[src/rtl/instr_sequencer.sv]
// Fetch/decode/execute control sequencer for the 5-bit-address computer.
// Latency: NOP 3 cycles, JMP/JZ 4 cycles, LDA/ADD/SUB/STA 5 cycles; HLT parks until reset.
// Backpressure: none in the default build; with INSTR_SEQUENCER_SINGLE_STEP_EN,
//   T0 stalls until a step pulse is sampled.
//
// Ports:
//   clk, rst      system clock (posedge) and asynchronous active-high reset
//   step          (only with INSTR_SEQUENCER_SINGLE_STEP_EN) single-step request, sampled in T0
//   mem_data      RAM read data, valid in the cycle after mar_load
//   zero_flag     accumulator-zero flag, consulted by JZ in T3
//   mar_load      load MAR this cycle; mar_sel picks PC (0) or IR operand (1)
//   ir_load       internal IR capture strobe (debug export)
//   pc_inc        program_counter increment
//   jmp, jmp_add  program_counter jump request and target (always the IR operand)
//   acc_load      accumulator load; acc_src picks mem_data (0) or ALU result (1)
//   alu_sub       ALU op: 0 add, 1 subtract
//   mem_we        RAM write of accumulator to MAR address
//   halted        high while parked in HALT
//   state_dbg     current state encoding
//
// Optional feature macro: INSTR_SEQUENCER_SINGLE_STEP_EN

module instr_sequencer #(
  parameter int OPW = 3,
  parameter int ADW = 5
) (
  input  logic               clk,
  input  logic               rst,
`ifdef INSTR_SEQUENCER_SINGLE_STEP_EN
  input  logic               step,
`endif
  input  logic [OPW+ADW-1:0] mem_data,
  input  logic               zero_flag,
  output logic               mar_load,
  output logic               mar_sel,
  output logic               ir_load,
  output logic               pc_inc,
  output logic               jmp,
  output logic [ADW-1:0]     jmp_add,
  output logic               acc_load,
  output logic               acc_src,
  output logic               alu_sub,
  output logic               mem_we,
  output logic               halted,
  output logic [2:0]         state_dbg
);

  // ---------------------------------------------------------------------------
  // Opcode map
  // ---------------------------------------------------------------------------
  localparam logic [OPW-1:0] OP_NOP = OPW'(0);
  localparam logic [OPW-1:0] OP_LDA = OPW'(1);
  localparam logic [OPW-1:0] OP_ADD = OPW'(2);
  localparam logic [OPW-1:0] OP_SUB = OPW'(3);
  localparam logic [OPW-1:0] OP_STA = OPW'(4);
  localparam logic [OPW-1:0] OP_JMP = OPW'(5);
  localparam logic [OPW-1:0] OP_JZ  = OPW'(6);
  localparam logic [OPW-1:0] OP_HLT = OPW'(7);

  // ---------------------------------------------------------------------------
  // State encoding (visible on state_dbg, so the values are fixed)
  // ---------------------------------------------------------------------------
  typedef enum logic [2:0] {
    S_IDLE = 3'd0,
    S_T0   = 3'd1,
    S_T1   = 3'd2,
    S_T2   = 3'd3,
    S_T3   = 3'd4,
    S_T4   = 3'd5,
    S_HALT = 3'd6
  } state_t;

  state_t               state_q;
  state_t               state_nxt;
  logic [OPW+ADW-1:0]   ir_q;
  logic [OPW-1:0]       op;
  logic [ADW-1:0]       operand;
  logic                 is_mem_op;
  logic                 fetch_go;

  assign op      = ir_q[OPW+ADW-1:ADW];
  assign operand = ir_q[ADW-1:0];

  // LDA/ADD/SUB/STA all need a second memory access through the IR operand.
  assign is_mem_op = (op == OP_LDA) || (op == OP_ADD) ||
                     (op == OP_SUB) || (op == OP_STA);

  // ---------------------------------------------------------------------------
  // Single-step gate on the fetch cycle
  // ---------------------------------------------------------------------------
`ifdef INSTR_SEQUENCER_SINGLE_STEP_EN
  // step_arm_q latches a step pulse seen while waiting in T0; the following
  // T0 cycle then performs the real fetch. It clears once T0 is left, so the
  // next instruction waits for a fresh pulse.
  logic step_arm_q;

  always_ff @(posedge clk or posedge rst) begin
    if (rst) begin
      step_arm_q <= 1'b0;
    end else begin
      step_arm_q <= (state_q == S_T0) && (step_arm_q || step);
    end
  end

  assign fetch_go = step_arm_q;
`else
  assign fetch_go = 1'b1;
`endif

  // ---------------------------------------------------------------------------
  // Process 1: state register
  // ---------------------------------------------------------------------------
  always_ff @(posedge clk or posedge rst) begin
    if (rst) begin
      state_q <= S_IDLE;
    end else begin
      state_q <= state_nxt;
    end
  end

  // Instruction register: captured at the close of T1 and held until the
  // next T1, which keeps jmp_add stable across the whole execute phase.
  always_ff @(posedge clk or posedge rst) begin
    if (rst) begin
      ir_q <= '0;
    end else if (state_q == S_T1) begin
      ir_q <= mem_data;
    end
  end

  // ---------------------------------------------------------------------------
  // Process 2: next-state logic
  // ---------------------------------------------------------------------------
  always_comb begin
    state_nxt = state_q;
    case (state_q)
      S_IDLE: state_nxt = S_T0;
      S_T0:   state_nxt = fetch_go ? S_T1 : S_T0;
      S_T1:   state_nxt = S_T2;
      S_T2: begin
        // Decode: the IR was loaded on the T1 edge, so op is valid here.
        if (op == OP_NOP) begin
          state_nxt = S_T0;
        end else if (op == OP_HLT) begin
          state_nxt = S_HALT;
        end else begin
          state_nxt = S_T3;
        end
      end
      S_T3:   state_nxt = is_mem_op ? S_T4 : S_T0;
      S_T4:   state_nxt = S_T0;
      S_HALT: state_nxt = S_HALT;
      default: state_nxt = S_IDLE;
    endcase
  end

  // ---------------------------------------------------------------------------
  // Process 3: Moore output decode (state register + IR only, except JZ which
  // qualifies jmp with zero_flag while sitting in T3)
  // ---------------------------------------------------------------------------
  always_comb begin
    mar_load = 1'b0;
    mar_sel  = 1'b0;
    ir_load  = 1'b0;
    pc_inc   = 1'b0;
    jmp      = 1'b0;
    acc_load = 1'b0;
    acc_src  = 1'b0;
    alu_sub  = 1'b0;
    mem_we   = 1'b0;
    halted   = 1'b0;
    case (state_q)
      S_T0: begin
        // Address fetch from the PC; suppressed while a single-step stall holds.
        mar_load = fetch_go;
        mar_sel  = 1'b0;
      end
      S_T1: begin
        ir_load = 1'b1;
        pc_inc  = 1'b1;
      end
      S_T3: begin
        if (is_mem_op) begin
          mar_load = 1'b1;
          mar_sel  = 1'b1;
        end else if (op == OP_JMP) begin
          jmp = 1'b1;
        end else if (op == OP_JZ) begin
          jmp = zero_flag;
        end
      end
      S_T4: begin
        case (op)
          OP_LDA: begin
            acc_load = 1'b1;
            acc_src  = 1'b0;
          end
          OP_ADD: begin
            acc_load = 1'b1;
            acc_src  = 1'b1;
            alu_sub  = 1'b0;
          end
          OP_SUB: begin
            acc_load = 1'b1;
            acc_src  = 1'b1;
            alu_sub  = 1'b1;
          end
          OP_STA: begin
            mem_we = 1'b1;
          end
          default: begin
          end
        endcase
      end
      S_HALT: begin
        halted = 1'b1;
      end
      default: begin
      end
    endcase
  end

  assign jmp_add   = operand;
  assign state_dbg = state_q;

endmodule
[config.mk]
export PLATFORM = sky130hd
export DESIGN_NAME = instr_sequencer
export DESIGN_NICKNAME = d
export VERILOG_FILES = /design/src/rtl/instr_sequencer.sv
export SDC_FILE = /design/constraint.sdc
export NUM_CORES = 1
export LEC_CHECK = 0
export CAP_MARGIN = 20
export CORE_ASPECT_RATIO = 1.1
export CORE_UTILIZATION = 35
export DETAILED_ROUTE_END_ITERATION = 6
export HOLD_SLACK_MARGIN = 0.1
export PLACE_DENSITY_LB_ADDON = 0.3
export SETUP_SLACK_MARGIN = 0.3
export SKIP_LAST_GASP = 1
export SYNTH_ARGS = -nofsm -noshare
export SYNTH_HDL_FRONTEND = slang
export SYNTH_SLANG_ARGS = --single-unit
[constraint.sdc]
create_clock -name clk -period 3.2 [get_ports clk]
set_clock_uncertainty 0.15 [all_clocks]
set_input_delay 0.64 -clock clk [delete_from_list [all_inputs] [get_ports clk]]
set_output_delay 0.64 -clock clk [all_outputs]
set_load 0.05 [all_outputs]
==> summary.txt, run 1 <==
Run status
  – Status: finished clean

Global routing
  – Met2 Use GR: 26.6%
  – Gr busiest metal: met2
  – Initial antenna violation count: 0
  – First-pass GRT wire length: 2140 µm
  – Overall routing resource usage: 15.3%
  – Grt met3 use: 7.14%
  – Global-route track usage on met1: 16.9%
  – Largest net degree at the start of global routing: 12
  – Vias in the first global route: 519
  – Total gr overflow: 0

Placed design
  – Buffers on Ports: 28
  – Post-DP HPWL: 959 µm
  – GPL Wtd Cong: 0.882
  – Dpl ws: 540 ps
  – Placed insts: 97

Worst setup path
  – Cell family with most CP delay: buffers and inverters
  – Crit Path Max Fanout: 7
  – Worst setup EP type: primary output
  – CP max stage delay: 820 ps
  – Arrival time worst endpoint: 1980 ps
  – Slowest CP cell: clkdlybuf4s50_1
  – Buffer and inverter count on the worst path: 1
  – Setup crit start kind: flop
  – CP cell instances: nand2b_1 > nor3_2 > clkdlybuf4s50_1
  – Worst Setup Path Type: flop to primary output
  – Req. time, crit path: 2410 ps

Hold path
  – HP Class: flop to flop

Timing
  – Setup WS post-layout: 430 ps
  – Final setup viols: 0
  – Final cycle utilization of the critical path: 86.6%
  – Slew Limit Fails: 0
  – Slew headroom: 66.2%
  – Fmax: 0.361 GHz
  – Worst Max-Slew Pin Slew: 506 ps
  – Min Clock Period, post-route: 2770 ps
  – RSZ-0062 raised after global routing: false
  – Setup TNS: 0 ps
  – Fin. Hold Viols: 0

Detailed routing
  – Via density per instance: 5.24
  – DRC: 0
  – Antenna-violating nets left: 0
  – WL final: 1220 µm
  – Drt first-iter violations: 2
  – Routed wire length per instance: 12.1 µm
  – Total number of vias: 529
  – First-pass detailed-route iteration total: 4

Die
  – # rows: 15
  – Die width: 41.7 µm
  – CORE AREA: 0.00160 mm²
  – Initial Util: 38.0%
  – Die height: 45.7 µm
  – Die area: 0.00190 mm²
  – IO Count: 29

Yosys
  – Syn_nets: 70
  – #FFs+latches synth: 11
  – Synth Area per Inst: 10.3 µm²
  – Post-synth EDFFs: 0
  – Synthesis Warnings: 0
  – Sequential-to-total area share from yosys stat: 45.4%
  – Synthesized instance count: 59
  – Post-Syn Area: 607 µm²
  – Ys async rst share: 100%
  – Ys flop type: dfrtp_1
  – Yosys cell types: 22

Final layout
  – Post-route insts no fill: 101
  – ANT cells: 0
  – Most common cell after layout, fill and taps aside: clkdlybuf4s50_1
  – Area Growth Syn to Fin: 50.1%
  – Layout fillers: 142
  – Most frequent cells in the layout: clkdlybuf4s50_1 (21), dfrtp_1 (11), mux2_2 (9)
  – Layout cells sized above 1: 19.0%
  – Fin nets: 96

Clock network
  – CTS root buf: clkbuf_4
  – Clk_lat worst skew: 270 ps
  – H-Tree Depth: 1
  – Maximum root-to-sink buffer count: 2
  – Clock-pin slew on the worst setup and hold paths: 70 ps
  – Inserted Clock Buffers: 3
  – TritonCTS clock tree: done
  – Sink Count: 11

Job
  – MaxCap Viol Count: 0
-- per-stage QoR --
| step | cell area (µm²) | util [%] | hold slack [ps] |
|---|---|---|---|
| floorplan | 618 | - | 332 |
| global placement | 881 | 55.2 | 338 |
| detailed placement | 881 | 55.2 | 344 |
| CTS | 903 | 56.6 | 359 |
| global route | 911 | 57.1 | 394 |
| finish | 911 | 57.1 | 356 |
-- cell usage after synthesis, drive strengths merged, types with 2 or more instances --
library cell,instances,share of area [%]
dfrtp,11,45
mux2,9,17
buf,6,7.4
o21ai,2,1.6
inv,4,2.5
nand2b,4,4.1
nor2,4,3.7
nand2,3,1.9
nor3,3,2.5
a31oi,2,2.1
-- repair_timing --
| action | 4_1_cts | 5_1_grt |
|---|---|---|
| hold buffers | 0 | 0 |
| setup endpoints to repair | 3 | 3 |
| gates resized for setup | 3 | 3 |
| buffers inserted | 0 | 0 |
-- flip-flops by register name, indices dropped and copies added (netlist names) --
register	cells
ir_q	8
state_dbg	3
-- final timing paths --
path / start / end / slack [ps] / cells after the start
worst max-delay path: state_dbg[1]$_DFF_PP0_ / acc_src / 430 / 3
worst min-delay path: ir_q[4]$_DFFE_PP0N_ / ir_q[4]$_DFFE_PP0N_ / 360 / 1
worst max register to register: state_dbg[0]$_DFF_PP0_ / ir_q[7]$_DFFE_PP0N_ / 1630 / 3
worst min register to register: ir_q[4]$_DFFE_PP0N_ / ir_q[4]$_DFFE_PP0N_ / 360 / 1
max in group asynchronous: rst / ir_q[6]$_DFFE_PP0N_ / 2100 / 2
min in group asynchronous: rst / ir_q[2]$_DFFE_PP0N_ / 510 / 2
-- cells by family (layout without fill, tap and decap cells) --
| group | Yosys count | count (layout) | share of synthesized area (%) |
|---|---|---|---|
| and+or+nand+nor | 19 | 19 | 17.7 |
| DFF | 11 | 11 | 45.4 |
| buffers and inverters | 11 | 36 | 10.5 |
| muxes | 9 | 9 | 16.7 |
| AOI/OAI and AO/OA | 8 | 8 | 8.25 |
| xor gates and xnor gates | 1 | 1 | 1.44 |
-- worst register-to-register path: stages (launching register included) --
cell and delay, ps:
dfrtp_1 460, nand2b_1 220, nor2_4 250, mux2_2 370
-- cell type report --
| class | instances | area [µm²] | share of cell area [%] |
|---|---|---|---|
| Sequential cell | 11 | 275 | 30.2 |
| Multi-Input combinational cell | 37 | 279 | 30.6 |
| Inverter | 4 | 15.0 | 1.65 |
| Timing Repair Buffer | 28 | 294 | 32.3 |
| Tap cell | 17 | 21.3 | 2.34 |
| Clock buffer | 4 | 26.3 | 2.88 |
-- routing by layer --
metal,routed length [µm],part of all wire (%)
met4,0,0
met3,88,7.2
met1,484,40
met5,0,0
met2,651,53
Power of run 1 is left out: the tool's default activity adds up to more than one toggle a clock period on the data nets, which glitch-free logic cannot reach.
==> run 2: changes to the inputs <==
--- a/config.mk
+++ b/config.mk
@@ -6,7 +6,6 @@
 export NUM_CORES = 1
 export LEC_CHECK = 0
 export CAP_MARGIN = 20
-export CORE_ASPECT_RATIO = 1.1
 export CORE_UTILIZATION = 35
 export DETAILED_ROUTE_END_ITERATION = 6
 export HOLD_SLACK_MARGIN = 0.1
==> run 2 against run 1 <==
Against the previous run:
- the flow now finishes with violations (design-rule violations)
- die area barely moved
- flip-flop and latch count did not move
- cell area fell by 0.14%
- first-iteration DRC count rose to 5.5 times the previous value
- worst setup slack got worse by 16 ps
- wire length fell by 2.4%
- sequential share of layout area barely moved
- largest cell class unchanged
- clock-buffer cell count did not move
- highest routed layer is now met4
- critical path depth did not move
- critical path type unchanged
==> summary.txt, run 2 (synthesis results as in run 1) <==
Final layout
  – ANT cells: 0 (unchanged)
  – Area Growth Syn to Fin: 49.9% (was 50.1%)
  – Fin nets: 96 (unchanged)
  – Most common cell after layout, fill and taps aside: clkdlybuf4s50_1 (unchanged)
  – Most frequent cells in the layout: clkdlybuf4s50_1 (21), dfrtp_1 (11), mux2_2 (9) (unchanged)
  – Number of flip-flops in the largest register: 8 (unchanged)
  – Largest register by flop count: ir_q (unchanged)
  – Layout cells sized above 1: 19.0% (unchanged)

Job
  – MaxCap Viol Count: 0 (unchanged)

Worst setup path
  – Crit Path Max Fanout: 9 (was 7)
  – Worst setup EP type: primary output (unchanged)
  – Arrival time worst endpoint: 2000 ps (was 1980 ps)
  – Worst Setup Path Type: flop to primary output (unchanged)
  – Slowest CP cell: clkdlybuf4s50_1 (unchanged)
  – Cell family with most CP delay: buffers and inverters (unchanged)
  – CP cell instances: nand2b_1 > nor3_2 > clkdlybuf4s50_1 (unchanged)
  – Buffer and inverter count on the worst path: 1 (unchanged)
  – R2R setup slack: 1630 ps (about the same)
  – Setup crit start kind: flop (unchanged)
  – Req. time, crit path: 2410 ps (about the same)
  – CP max stage delay: 820 ps (about the same)

Placed design
  – Buffers on Ports: 28 (unchanged)
  – GPL Wtd Cong: 0.815 (was 0.882)
  – Post-DP HPWL: 943 µm (was 959 µm)

Clock network
  – Inserted Clock Buffers: 3 (unchanged)
  – TritonCTS clock tree: done (unchanged)
  – Clk_lat worst skew: 270 ps (about the same)
  – H-Tree Depth: 1 (unchanged)
  – Clock-pin slew on the worst setup and hold paths: 70 ps (about the same)
  – CTS Hold Buffers Added: 0 (unchanged)
  – Maximum root-to-sink buffer count: 2 (unchanged)
  – CTS root buf: clkbuf_4 (unchanged)
  – Sink Count: 11 (unchanged)

Die
  – IO Count: 29 (unchanged)
  – Die height: 43.6 µm (was 45.7 µm)
  – Initial Util: 38.9% (was 38.0%)
  – # rows: 14 (was 15)
  – Die width: 43.6 µm (was 41.7 µm)
  – CORE AREA: 0.00156 mm² (was 0.00160 mm²)
  – Die area: 0.00190 mm² (about the same)

Timing
  – Final setup viols: 0 (unchanged)
  – Slew Limit Fails: 0 (unchanged)
  – Min Clock Period, post-route: 2790 ps (was 2770 ps)
  – Setup TNS: 0 ps (unchanged)
  – Fin. Hold Viols: 0 (unchanged)
  – Fmax: 0.359 GHz (was 0.361 GHz)
  – Slew headroom: 66.5% (was 66.2%)
  – Final cycle utilization of the critical path: 87.1% (was 86.6%)
  – Worst Max-Slew Pin Slew: 502 ps (was 506 ps)
  – Hold_ws: 355 ps (was 356 ps)
  – RSZ-0062 raised after global routing: false (unchanged)

Global routing
  – Largest net degree at the start of global routing: 12 (unchanged)
  – First-pass GRT wire length: 1950 µm (was 2140 µm)
  – Total gr overflow: 0 (unchanged)
  – Initial antenna violation count: 0 (unchanged)
  – Overall routing resource usage: 14.6% (was 15.3%)
  – Vias in the first global route: 450 (was 519)

Detailed routing
  – Antenna-violating nets left: 0 (unchanged)
  – Via density per instance: 5.18 (was 5.24)
  – Routed wire length per instance: 12.0 µm (was 12.1 µm)
  – DRC: 1 (was 0)
  – First-pass detailed-route iteration total: 6 (was 4)
  – Drt first-iter violations: 11 (was 2)
  – Total number of vias: 518 (was 529)
  – WL final: 1200 µm (was 1220 µm)

Run status
  – Status: finished with violations (was finished clean)
  – Failing checks: design-rule violations

Hold path
  – HP Class: flop to flop (unchanged)
-- run 2: cell counts in the layout (fill, tap and decap cells not counted) --
No cell type changed its count.
-- run 2: area by class of cell --
class                           instances  area [µm²]
Inverter                                4        15.0
Fill cell                             145         649
Sequential cell                        11         275
Multi-Input combinational cell         37         279
Tap cell                               16        20.0
Timing Repair Buffer                   28         294
Clock buffer                            4        26.3
-- run 2: metrics by stage --
stage | cell area (µm²) | cells | utilization, % | setup slack [ps]
after floorplan | 618 | 59 | - | 211
after global placement | 880 | 96 | 56.4 | 537
after detailed placement | 880 | 96 | 56.4 | 500
after CTS | 902 | 100 | 57.9 | 304
after global routing | 910 | 100 | 58.3 | 316
final | 910 | 100 | 58.3 | 414
-- run 2: final timing paths --
check                                        from                  end  depth (start not counted)
max                        state_dbg[2]$_DFF_PP0_              acc_src                          3
min                           ir_q[0]$_DFFE_PP0N_  ir_q[0]$_DFFE_PP0N_                          1
max reg2reg                state_dbg[0]$_DFF_PP0_  ir_q[3]$_DFFE_PP0N_                          3
min reg2reg                   ir_q[0]$_DFFE_PP0N_  ir_q[0]$_DFFE_PP0N_                          1
max in group asynchronous                     rst  ir_q[3]$_DFFE_PP0N_                          2
min in group asynchronous                     rst  ir_q[4]$_DFFE_PP0N_                          2
-- run 2: timing repair --
action | 4_1_cts | 5_1_grt
hold endpoints to repair | 0 | 0
resized for setup | 3 | 3
setup endpoints to repair | 3 | 3
setup buffers | 0 | 0
cloned | 0 | 0
-- run 2: per-layer routing --
layer / GRT usage, % / part of all wire (%)
met1: 14.8 / 39
met2: 25.4 / 53
met3: 7.50 / 6.4
met4: 5.63 / 1.4
met5: 0 / 0
Power of run 2 is left out for the same reason.
